<file path="src/rtl/imem_loader.sv">
// ============================================================================
// imem_loader
// Boot-time instruction loader: takes a length-prefixed byte stream,
// assembles little-endian 32-bit words and writes them into instruction
// memory, holding the core in reset until the full image is written.
// Revision: 1.0
// ============================================================================
`default_nettype none

module imem_loader #(
  parameter int ADDR_W = 6
) (
  input  logic              clk,
  input  logic              rst,
  input  logic              start,
  input  logic              byte_valid,
  input  logic [7:0]        byte_data,
  output logic              byte_ready,
  output logic              wr_en,
  output logic [ADDR_W-1:0] wr_addr,
  output logic [31:0]       wr_data,
  output logic              core_rst,
  output logic              done,
  output logic              err,
  output logic [ADDR_W:0]   word_count
);

  // Largest legal image, in words: exactly fills the memory.
  localparam int unsigned CAP = 32'd1 << ADDR_W;

  typedef enum logic [2:0] {
    IDLE  = 3'd0,
    LEN   = 3'd1,
    DATA  = 3'd2,
    WRITE = 3'd3,
    DONE  = 3'd4,
    ERR   = 3'd5
  } state_e;

  state_e            state_q;
  logic [ADDR_W:0]   n_q;        // image length in words
  logic [ADDR_W:0]   cnt_q;      // words written so far
  logic [ADDR_W-1:0] addr_q;     // word address of the word being assembled
  logic [1:0]        k_q;        // byte lane of the next accepted byte
  logic [31:0]       data_q;     // word under assembly
  logic              ready_q;
  logic              wr_en_q;
  logic              done_q;
  logic              err_q;
  logic              core_rst_q;

  logic [ADDR_W:0]   cnt_inc;
  logic              len_bad;

  assign cnt_inc = cnt_q + {{ADDR_W{1'b0}}, 1'b1};
  // Zero words is meaningless, more than CAP would wrap the address.
  assign len_bad = (byte_data == 8'd0) || (32'(byte_data) > CAP);

  // Loader FSM: state, counters, word assembly and all outputs are registered here.
  always_ff @(posedge clk) begin
    if (!rst) begin
      state_q    <= IDLE;
      n_q        <= '0;
      cnt_q      <= '0;
      addr_q     <= '0;
      k_q        <= 2'd0;
      data_q     <= 32'd0;
      ready_q    <= 1'b0;
      wr_en_q    <= 1'b0;
      done_q     <= 1'b0;
      err_q      <= 1'b0;
      core_rst_q <= 1'b0;
    end else begin
      unique case (state_q)
        IDLE, DONE, ERR: begin
          if (start) begin
            state_q    <= LEN;
            ready_q    <= 1'b1;
            done_q     <= 1'b0;
            err_q      <= 1'b0;
            core_rst_q <= 1'b0;
          end
        end
        LEN: begin
          if (byte_valid) begin
            if (len_bad) begin
              state_q <= ERR;
              ready_q <= 1'b0;
              err_q   <= 1'b1;
            end else begin
              state_q <= DATA;
              n_q     <= (ADDR_W+1)'(byte_data);
              cnt_q   <= '0;
              addr_q  <= '0;
              k_q     <= 2'd0;
            end
          end
        end
        DATA: begin
          if (byte_valid) begin
            data_q[{k_q, 3'b000} +: 8] <= byte_data;
            if (k_q == 2'd3) begin
              state_q <= WRITE;
              ready_q <= 1'b0;
              wr_en_q <= 1'b1;
            end else begin
              k_q <= k_q + 2'd1;
            end
          end
        end
        WRITE: begin
          wr_en_q <= 1'b0;
          k_q     <= 2'd0;
          cnt_q   <= cnt_inc;
          if (cnt_inc == n_q) begin
            // Address is left on the last word so it never wraps past the top.
            state_q    <= DONE;
            done_q     <= 1'b1;
            core_rst_q <= 1'b1;
          end else begin
            state_q <= DATA;
            addr_q  <= addr_q + {{(ADDR_W-1){1'b0}}, 1'b1};
            ready_q <= 1'b1;
          end
        end
        default: begin
          state_q <= IDLE;
          ready_q <= 1'b0;
          wr_en_q <= 1'b0;
        end
      endcase
    end
  end

  assign byte_ready = ready_q;
  assign wr_en      = wr_en_q;
  assign wr_addr    = addr_q;
  assign wr_data    = data_q;
  assign core_rst   = core_rst_q;
  assign done       = done_q;
  assign err        = err_q;
  assign word_count = cnt_q;

endmodule

`default_nettype wire

</file>
<file path="config.mk">
export PLATFORM = sky130hd
export DESIGN_NAME = imem_loader
export DESIGN_NICKNAME = d
export VERILOG_FILES = /design/src/rtl/imem_loader.sv
export SDC_FILE = /design/constraint.sdc
export NUM_CORES = 1
export LEC_CHECK = 0
export ABC_AREA = 1
export CAP_MARGIN = 20
export CORE_UTILIZATION = 53
export CTS_BUF_LIST = sky130_fd_sc_hd__clkbuf_4
export CTS_CLUSTER_SIZE = 24
export DETAILED_ROUTE_END_ITERATION = 8
export PLACE_DENSITY = 0.92
export SLEW_MARGIN = 15
export SYNTH_ARGS = -nofsm -noshare
export SYNTH_HDL_FRONTEND = slang
export SYNTH_SLANG_ARGS = --single-unit
</file>
<file path="constraint.sdc">
create_clock -name clk -period 2.05 [get_ports clk]
set_input_delay 0.615 -clock clk [delete_from_list [all_inputs] [get_ports clk]]
set_output_delay 0.615 -clock clk [all_outputs]
set_load 0.005 [all_outputs]
</file>
* Word-level counts from Yosys, hierarchy flattened
Cells that the tools add are included.
** Word-level totals
- Flip-flop bits (word level) :: 61
- Bits of input ports :: 12
- Output and inout bits :: 50
- Word-level logic and storage cells :: 90
** Operators by class
- Add/subtract/negate cells :: 4
- Magnitude comparators :: 1
- Eq/ne operators :: 16
- Shifts and indexed selects :: 2
- Muxes and demuxes :: 36
- Bitwise operators :: 2
- Reduce and logical (&&, ||, !) cells :: 19
** Operators by type and width (count)
- $bwmux 32 :: 1
- $shift 8x7->32 const A :: 1
- $shiftx 8x7->32 :: 1
- $mux 3 :: 6
- $mux 6 :: 3
- $ne 2x2->1 const B :: 9
- $mux 7 :: 2
- $pmux 7 s2 :: 1
- $mux 1 :: 12
- $pmux 3 s4 :: 1
- $pmux 6 s2 :: 1
- $reduce_and 3->1 :: 4
- $reduce_and 4->1 :: 3
- $gt 8x7->1 const B :: 1
- $logic_not 8->1 :: 1
- $mux 2 :: 4
- $add 7x1->7 const B :: 1
- $eq 7x7->1 :: 1
- $neg 5->7 :: 1
- $add 6x1->6 const B :: 1
- $eq 3x2->1 const B :: 2
- $eq 3x3->1 const B :: 2
- $pmux 1 s2 :: 3
- $pmux 2 s3 :: 1
- 14 further kinds :: 17

* Longest topological paths before layout
Gate-level depths: netlist (run 1).
- Depth after elaboration :: 5
- Gate-level depth with buffers :: 15
- Gate-level depth less buffers :: 15

* Least setup slack after synthesis (run 1)
OpenSTA, ideal clock, no wires.
- Path kind :: flip-flop to flip-flop
- From :: register cnt_q[0] (netlist: word_count[0])
- To :: register addr_q[4] (netlist: wr_addr[4])
- Library setup time :: 0.116 ns
- Data arrival time :: 1.718 ns
- Required time :: 1.934 ns
- Setup slack :: 0.216 ns
- Cell stages (with the launch flop) :: 13
- Path buffers :: 0
- Clock period less this slack :: 1.834 ns
- Cells stage by stage :: dfxtp_1 -> ha_1 -> nand2_1 -> nor2_1 -> nand3_1 -> nand3_1 -> nand2_1 -> nor2_1 -> nand2_1 -> nand2_1 -> nand2_2 -> o21ai_0 -> nor2_1
** On the way
- Longest elaborated chain between the ends :: 4
** RTL lines
- start, declared :: RTL line 42 : logic [ADDR_W:0] cnt_q;
- start signal, assigned :: RTL line 114 : cnt_q <= cnt_inc;
- $add 7x1->7 :: RTL line 55 : assign cnt_inc = cnt_q + {{ADDR_W{1'b0}}, 1'b1};
- $eq 7x7->1 :: RTL line 115 : if (cnt_inc == n_q) begin
- $ne 2x2->1 (no source line)
- $reduce_and 4->1 (no source line)
- end signal, assigned :: RTL line 122 : addr_q <= addr_q + {{(ADDR_W-1){1'b0}}, 1'b1};
- end, declared :: RTL line 43 : logic [ADDR_W-1:0] addr_q;
Every way passes these cells.
A chain may end at the register's enable or synchronous reset.

* Worst setup path after layout (run 1)
- From :: register cnt_q[1] (netlist: word_count[1])
- To :: output port word_count[1]
** RTL lines
- end, declared :: RTL line 25 : output logic [ADDR_W:0] word_count
No word-level cell between the ends.

==> metrics, run 1 <==
EDFF count, synth 0; router iterations before antenna repair 5; largest net degree at the start of global routing 33; Crit Reg-Reg Startpoint word_count[0]$_SDFFE_PN0P_; fraction of the yosys area taken by sequential cells 41.7%; Hold WS 0.468 ns; Async S/R FF share, synth 0%; via count 3189; FILL cells 373; initial antenna violation count 0; post-DR wirelength/cell 13.6 µm; Clock transition at path regs 0.11 ns; Layout Skew 0.0140 ns; vias per cell 5.49; post-detail-place hpwl 5590 µm; post-synthesis mux area share 0%; R2R depth 12; Slew Limit Fails 0; max cap viols 0; root buffer cell clkbuf_4; Max transition margin 77.4%; vias in the first global route 2921; P_leak 1.50 nW; number of distinct library cells after synthesis 28; commonest non-fill, non-tap cell in the layout nand2_1; PwrDens 820 nW/µm²; Antenna Nets Post-Route 0; CP startpoint kind register; most frequent cells in the layout nand2_1, clkdlybuf4s50_1, dfxtp_1; diode count 0; R2R setup slack 0.13 ns; total gr overflow 0; Sink Count 61; hold depth 2; Final period util 97.9%; final std cells w/o fill 581; worst r2r dst wr_addr[4]$_SDFFE_PN0P_; Syn Area/Cell 7.02 µm²; global-route wire length before repair 12800 µm; Seq cells post-synth 61; simple logic cell fraction of the synthesized area 32.4%; critical path endpoint word_count[1]; Post-Syn Instances 417; DRC viols 0; H-tree levels 3; Final nets 526; Total GRT Usage 27.3%; Starting DRT DRC Count 152; # setup viols final 0; critical path endpoint category output pin; worst-path maximum fanout 4; Final Critical Period 2.01 ns; largest family of logic cells by synthesized area simple AND/OR/NAND/NOR gates; Syn Std Cell Area 2930 µm²; Synth Flop Type dfxtp_1; Core Rows 26; starting density of the core 56.3%; Worst Setup Path Type reg -> out; syn nets 437; chip width 76.3 µm; post-synthesis compound-gate area fraction 14.4%; Final Wtd Congestion 0.879; worst path arrival time 1.39 ns; IO Pins 62; Setup Fix Bufs, Post-CTS 0; CTS tree yes; Port Buffers 61; VDD IR-drop max 0.000537 V; xor/xnor share of the synthesized area 0.598%; area delta synth->final 36.4%; Synth Warn # 0; worst hold path class reg -> reg; Final Hold Fails 0; CTS buffer count 9; Synth Area in Adders 3.42%; Slew @ Worst Pin 0.338 ns; crit path launch word_count[1]$_SDFFE_PN0P_; CTS Buffer Depth 2; Inst Count DP 565; critical path data required time 1.43 ns; Achievable Freq 498 MHz; status finished clean; Core ar. 5200 µm²; Die Y 76.3 µm; fraction of layout instances using a drive strength above 1 13.5%; DRT Wirelength 7890 µm; full die area 5830 µm²; clock network latency to the later pin of the worst-skew pair 0.42 ns
-- through the flow --
stage          utilization, %  setup TNS (ns)  area, µm²  power, mW  setup slack (ns)
3_5_place_dp             73.1           -5.35       3800       2.27            -0.214
2_1_floorplan               -               0       2930       1.93             0.216
4_1_cts                  76.2               0       3970       3.23           0.00742
3_3_place_gp             73.1           -3.01       3800       2.22            -0.143
5_1_grt                  76.7         -0.0231       3990       3.42           -0.0231
6_report                 76.7               0       3990       3.27            0.0429
-- state kept, by name, summed over array words and instances, names as in the netlist, 2 cells and up --
| register | cells |
|---|---|
| wr_data | 32 |
| n_q | 7 |
| word_count | 7 |
| wr_addr | 6 |
| state_q | 3 |
| k_q | 2 |
-- routing by layer --
layer	share of wire (%)	GRT usage (%)
met1	43	32.8
met2	49	47.4
met3	5.8	4.19
met4	2.3	13.3
met5	0	0
-- logic make-up (layout without fill, tap and decap cells) --
| family | Yosys count | count (layout) |
|---|---|---|
| buffers and inverters | 56 | 150 |
| AO/OA/AOI/OAI | 80 | 80 |
| adder cells (fa/ha/maj) | 8 | 8 |
| XOR/XNOR | 2 | 2 |
| flip-flops | 61 | 61 |
| AND/OR/NAND/NOR | 210 | 210 |
-- synth_stat cells (all sizes together), types with 2 or more instances --
library cell | count | area share [%]
a211oi | 5 | 1.3
a21oi | 57 | 9.7
a31oi | 3 | 0.64
buf | 6 | 1.1
clkbuf | 10 | 1.3
clkinv | 2 | 0.26
dfxtp | 61 | 42
ha | 8 | 3.4
inv | 38 | 4.9
nand2 | 105 | 14
nand3 | 40 | 7.0
nand4 | 8 | 1.7
nor2 | 31 | 4.2
nor3 | 6 | 1.4
o21ai | 13 | 2.2
or2 | 2 | 0.43
or3 | 17 | 3.6
-- report_power, final --
| group | leakage (nW) | switching [mW] | total, mW | internal, mW |
|---|---|---|---|---|
| registers | 0.493 | 0.0585 | 1.31 | 1.25 |
| clock network | 0.0786 | 0.471 | 0.976 | 0.505 |
| logic | 0.929 | 0.646 | 0.985 | 0.339 |
| total | 1.50 | 1.17 | 3.27 | 2.10 |
-- how the worst min path moves through the flow --
stage                                         from  slack, ns                        to
after global routing      wr_data[20]$_SDFFE_PN0P_       0.49  wr_data[20]$_SDFFE_PN0P_
after CTS                  wr_data[9]$_SDFFE_PN0P_       0.47   wr_data[9]$_SDFFE_PN0P_
after floorplan                n_q[4]$_SDFFE_PN0P_       0.44       n_q[4]$_SDFFE_PN0P_
after detailed placement   byte_ready$_SDFFE_PN0P_       0.45   byte_ready$_SDFFE_PN0P_
after global placement     wr_data[9]$_SDFFE_PN0P_       0.45   wr_data[9]$_SDFFE_PN0P_
final                      wr_data[9]$_SDFFE_PN0P_       0.47   wr_data[9]$_SDFFE_PN0P_
-- layout make-up --
class | instances | area [µm²] | share of cell area, %
clock buffer | 10 | 75.1 | 1.88
clock inverter | 6 | 87.6 | 2.19
inverter | 40 | 150 | 3.76
multi-input combinational | 300 | 1510 | 37.8
sequential | 61 | 1220 | 30.6
tap | 70 | 87.6 | 2.19
timing repair buffer | 94 | 858 | 21.5
-- critical path, stage by stage (launching register included) --
cell and delay, ns:
dfxtp_1 0.36, buf_4 0.13, clkdlybuf4s50_1 0.49
-- what timing repair did --
item	CTS	global route
resized for setup	0	12
setup endpoints to repair	0	11
hold buffers	0	0
Note: power is estimated with default switching activity, not from simulation.
==> run 2: changes to the inputs <==
- SKIP_LAST_GASP: unset -> 1
==> run 2 against run 1 <==
Compared with the run above: clock skew grew 0.0061 ns; total power decreased by 0.12%; wire length is 0.91% lower; clock power hardly changed; setup slack better by 0.0016 ns; hold slack about the same; critical path depth fell by 1; register-to-register slack hardly changed; sequential power about the same; largest power group unchanged; sequential share of layout area about the same.
==> metrics, run 2 (synthesis gave the netlist of run 1 again) <==
status finished clean; IO Pins 62 (unchanged); total gr overflow 0 (unchanged); most frequent cells in the layout nand2_1, clkdlybuf4s50_1, dfxtp_1; largest net degree at the start of global routing 33 (unchanged); worst-path maximum fanout 5 (+1); Final Critical Period 2.01 ns (-0.00161 ns); Die Y 76.3 µm (unchanged); commonest non-fill, non-tap cell in the layout nand2_1; clock network latency to the later pin of the worst-skew pair 0.43 ns (about the same); final std cells w/o fill 581 (unchanged); CTS tree yes; RSZ-0062 raised after global routing true; Top delay family on crit path buffers and inverters; crit-path max cell delay 0.53 ns (+0.04 ns); via count 3175 (-0.44%); hold depth 2 (unchanged); initial antenna violation count 0 (unchanged); final worst slack 0.0445 ns (+0.00161 ns); H-tree levels 3 (unchanged); global-route wire length before repair 12800 µm (unchanged); worst path cell trace clkdlybuf4s50_1; CTS Buffer Depth 2 (unchanged); vias in the first global route 2921 (unchanged); P_leak 1.50 nW (about the same); Core ar. 5200 µm² (unchanged); Inst Count DP 565 (unchanged); final core occ 76.7% (about the same); critical path endpoint category output pin; Clock transition at path regs 0.12 ns (about the same); Setup Fix Bufs, Post-CTS 0 (unchanged); max cap viols 0 (unchanged); Starting DRT DRC Count 175 (+15%); chip width 76.3 µm (unchanged); diode count 0 (unchanged); DP Area 3800 µm² (unchanged); VDD IR-drop max 0.000546 V (+1.7%); Finished Cell Area 3990 µm² (about the same); CTS buffer count 9 (unchanged); vias per cell 5.46 (-0.44%); post-DR wirelength/cell 13.5 µm (-0.91%); Final period util 97.8% (about the same); area delta synth->final 36.3% (about the same); max FFs per register 32 (unchanged); Antenna Nets Post-Route 0 (unchanged); Sink Count 61 (unchanged); Core Rows 26 (unchanged); # setup viols final 0 (unchanged); Slew Limit Fails 0 (unchanged); Final nets 526 (unchanged); DRT Wirelength 7820 µm (-0.91%); Slew @ Worst Pin 0.336 ns (-0.00246 ns); Final Hold Fails 0 (unchanged); worst path arrival time 1.39 ns (about the same); Port Buffers 61 (unchanged); starting density of the core 56.3% (unchanged); root buffer cell clkbuf_4; fraction of layout instances using a drive strength above 1 13.3% (-0.20 points); post-detail-place hpwl 5590 µm (unchanged); R2R depth 11 (-1); Total GRT Usage 27.3% (unchanged); slowest cell on the critical path clkdlybuf4s50_1; Post-Place Setup Slack -0.214 ns (unchanged); full die area 5830 µm² (unchanged); PwrDens 819 nW/µm² (about the same); instance count on the critical path 1 (-1); worst hold path class reg -> reg; Layout Skew 0.0201 ns (+0.00605 ns); Achievable Freq 499 MHz (about the same); Hold WS 0.468 ns (-0.000202 ns); DRC viols 0 (unchanged); Final Wtd Congestion 0.879 (unchanged); Worst Setup Path Type reg -> out; router iterations before antenna repair 5 (unchanged); Max transition margin 77.6% (+0.16 points); CP startpoint kind register; FILL cells 374 (+0.27%); sum of buffers and inverters on the critical path 1 (-1); critical path data required time 1.43 ns (about the same)
## run 2: layer usage
| metal | track usage [%] | vias to the layer above | share of wire [%] |
|---|---|---|---|
| li1 | - | 1560 | - |
| met1 | 32.8 | 1472 | 42 |
| met2 | 47.4 | 125 | 50 |
| met3 | 4.19 | 18 | 5.9 |
| met4 | 13.3 | 0 | 2.0 |
| met5 | 0 | - | 0 |
## run 2: layout make-up
cell class | count | area (µm²) | share of cell area, %
clock buffer | 10 | 75.1 | 1.88
clock inverter | 6 | 87.6 | 2.19
inverter | 40 | 150 | 3.76
multi-input combinational | 300 | 1510 | 37.8
sequential | 61 | 1220 | 30.7
tap | 70 | 87.6 | 2.19
timing repair buffer | 94 | 858 | 21.5
## run 2: worst paths after layout
| check | startpoint | endpoint | slack (ns) |
|---|---|---|---|
| worst min register to register | wr_data[9]$_SDFFE_PN0P_ | wr_data[9]$_SDFFE_PN0P_ | 0.47 |
| worst max register to register | word_count[0]$_SDFFE_PN0P_ | wr_addr[5]$_SDFFE_PN0P_ | 0.13 |
| worst min-delay path | wr_data[9]$_SDFFE_PN0P_ | wr_data[9]$_SDFFE_PN0P_ | 0.47 |
| worst max-delay path | wr_addr[0]$_SDFFE_PN0P_ | wr_addr[0] | 0.04 |
## run 2: metrics by stage
step / power (mW) / setup TNS (ns)
final: 3.27 / 0
after detailed placement: 2.27 / -5.35
after CTS: 3.23 / 0
after global routing: 3.42 / -0.457
after global placement: 2.22 / -3.01
after floorplan: 1.93 / 0
## run 2: timing repair
item / CTS / global route
hold buffers: 0 / 0
endpoints found under the setup margin: 0 / 11
gates resized for setup: 0 / 11
## run 2: power by group
group,switching (mW),internal [mW]
Clock,0.472,0.505
Combinational,0.640,0.339
Sequential,0.0590,1.25
Total,1.17,2.10
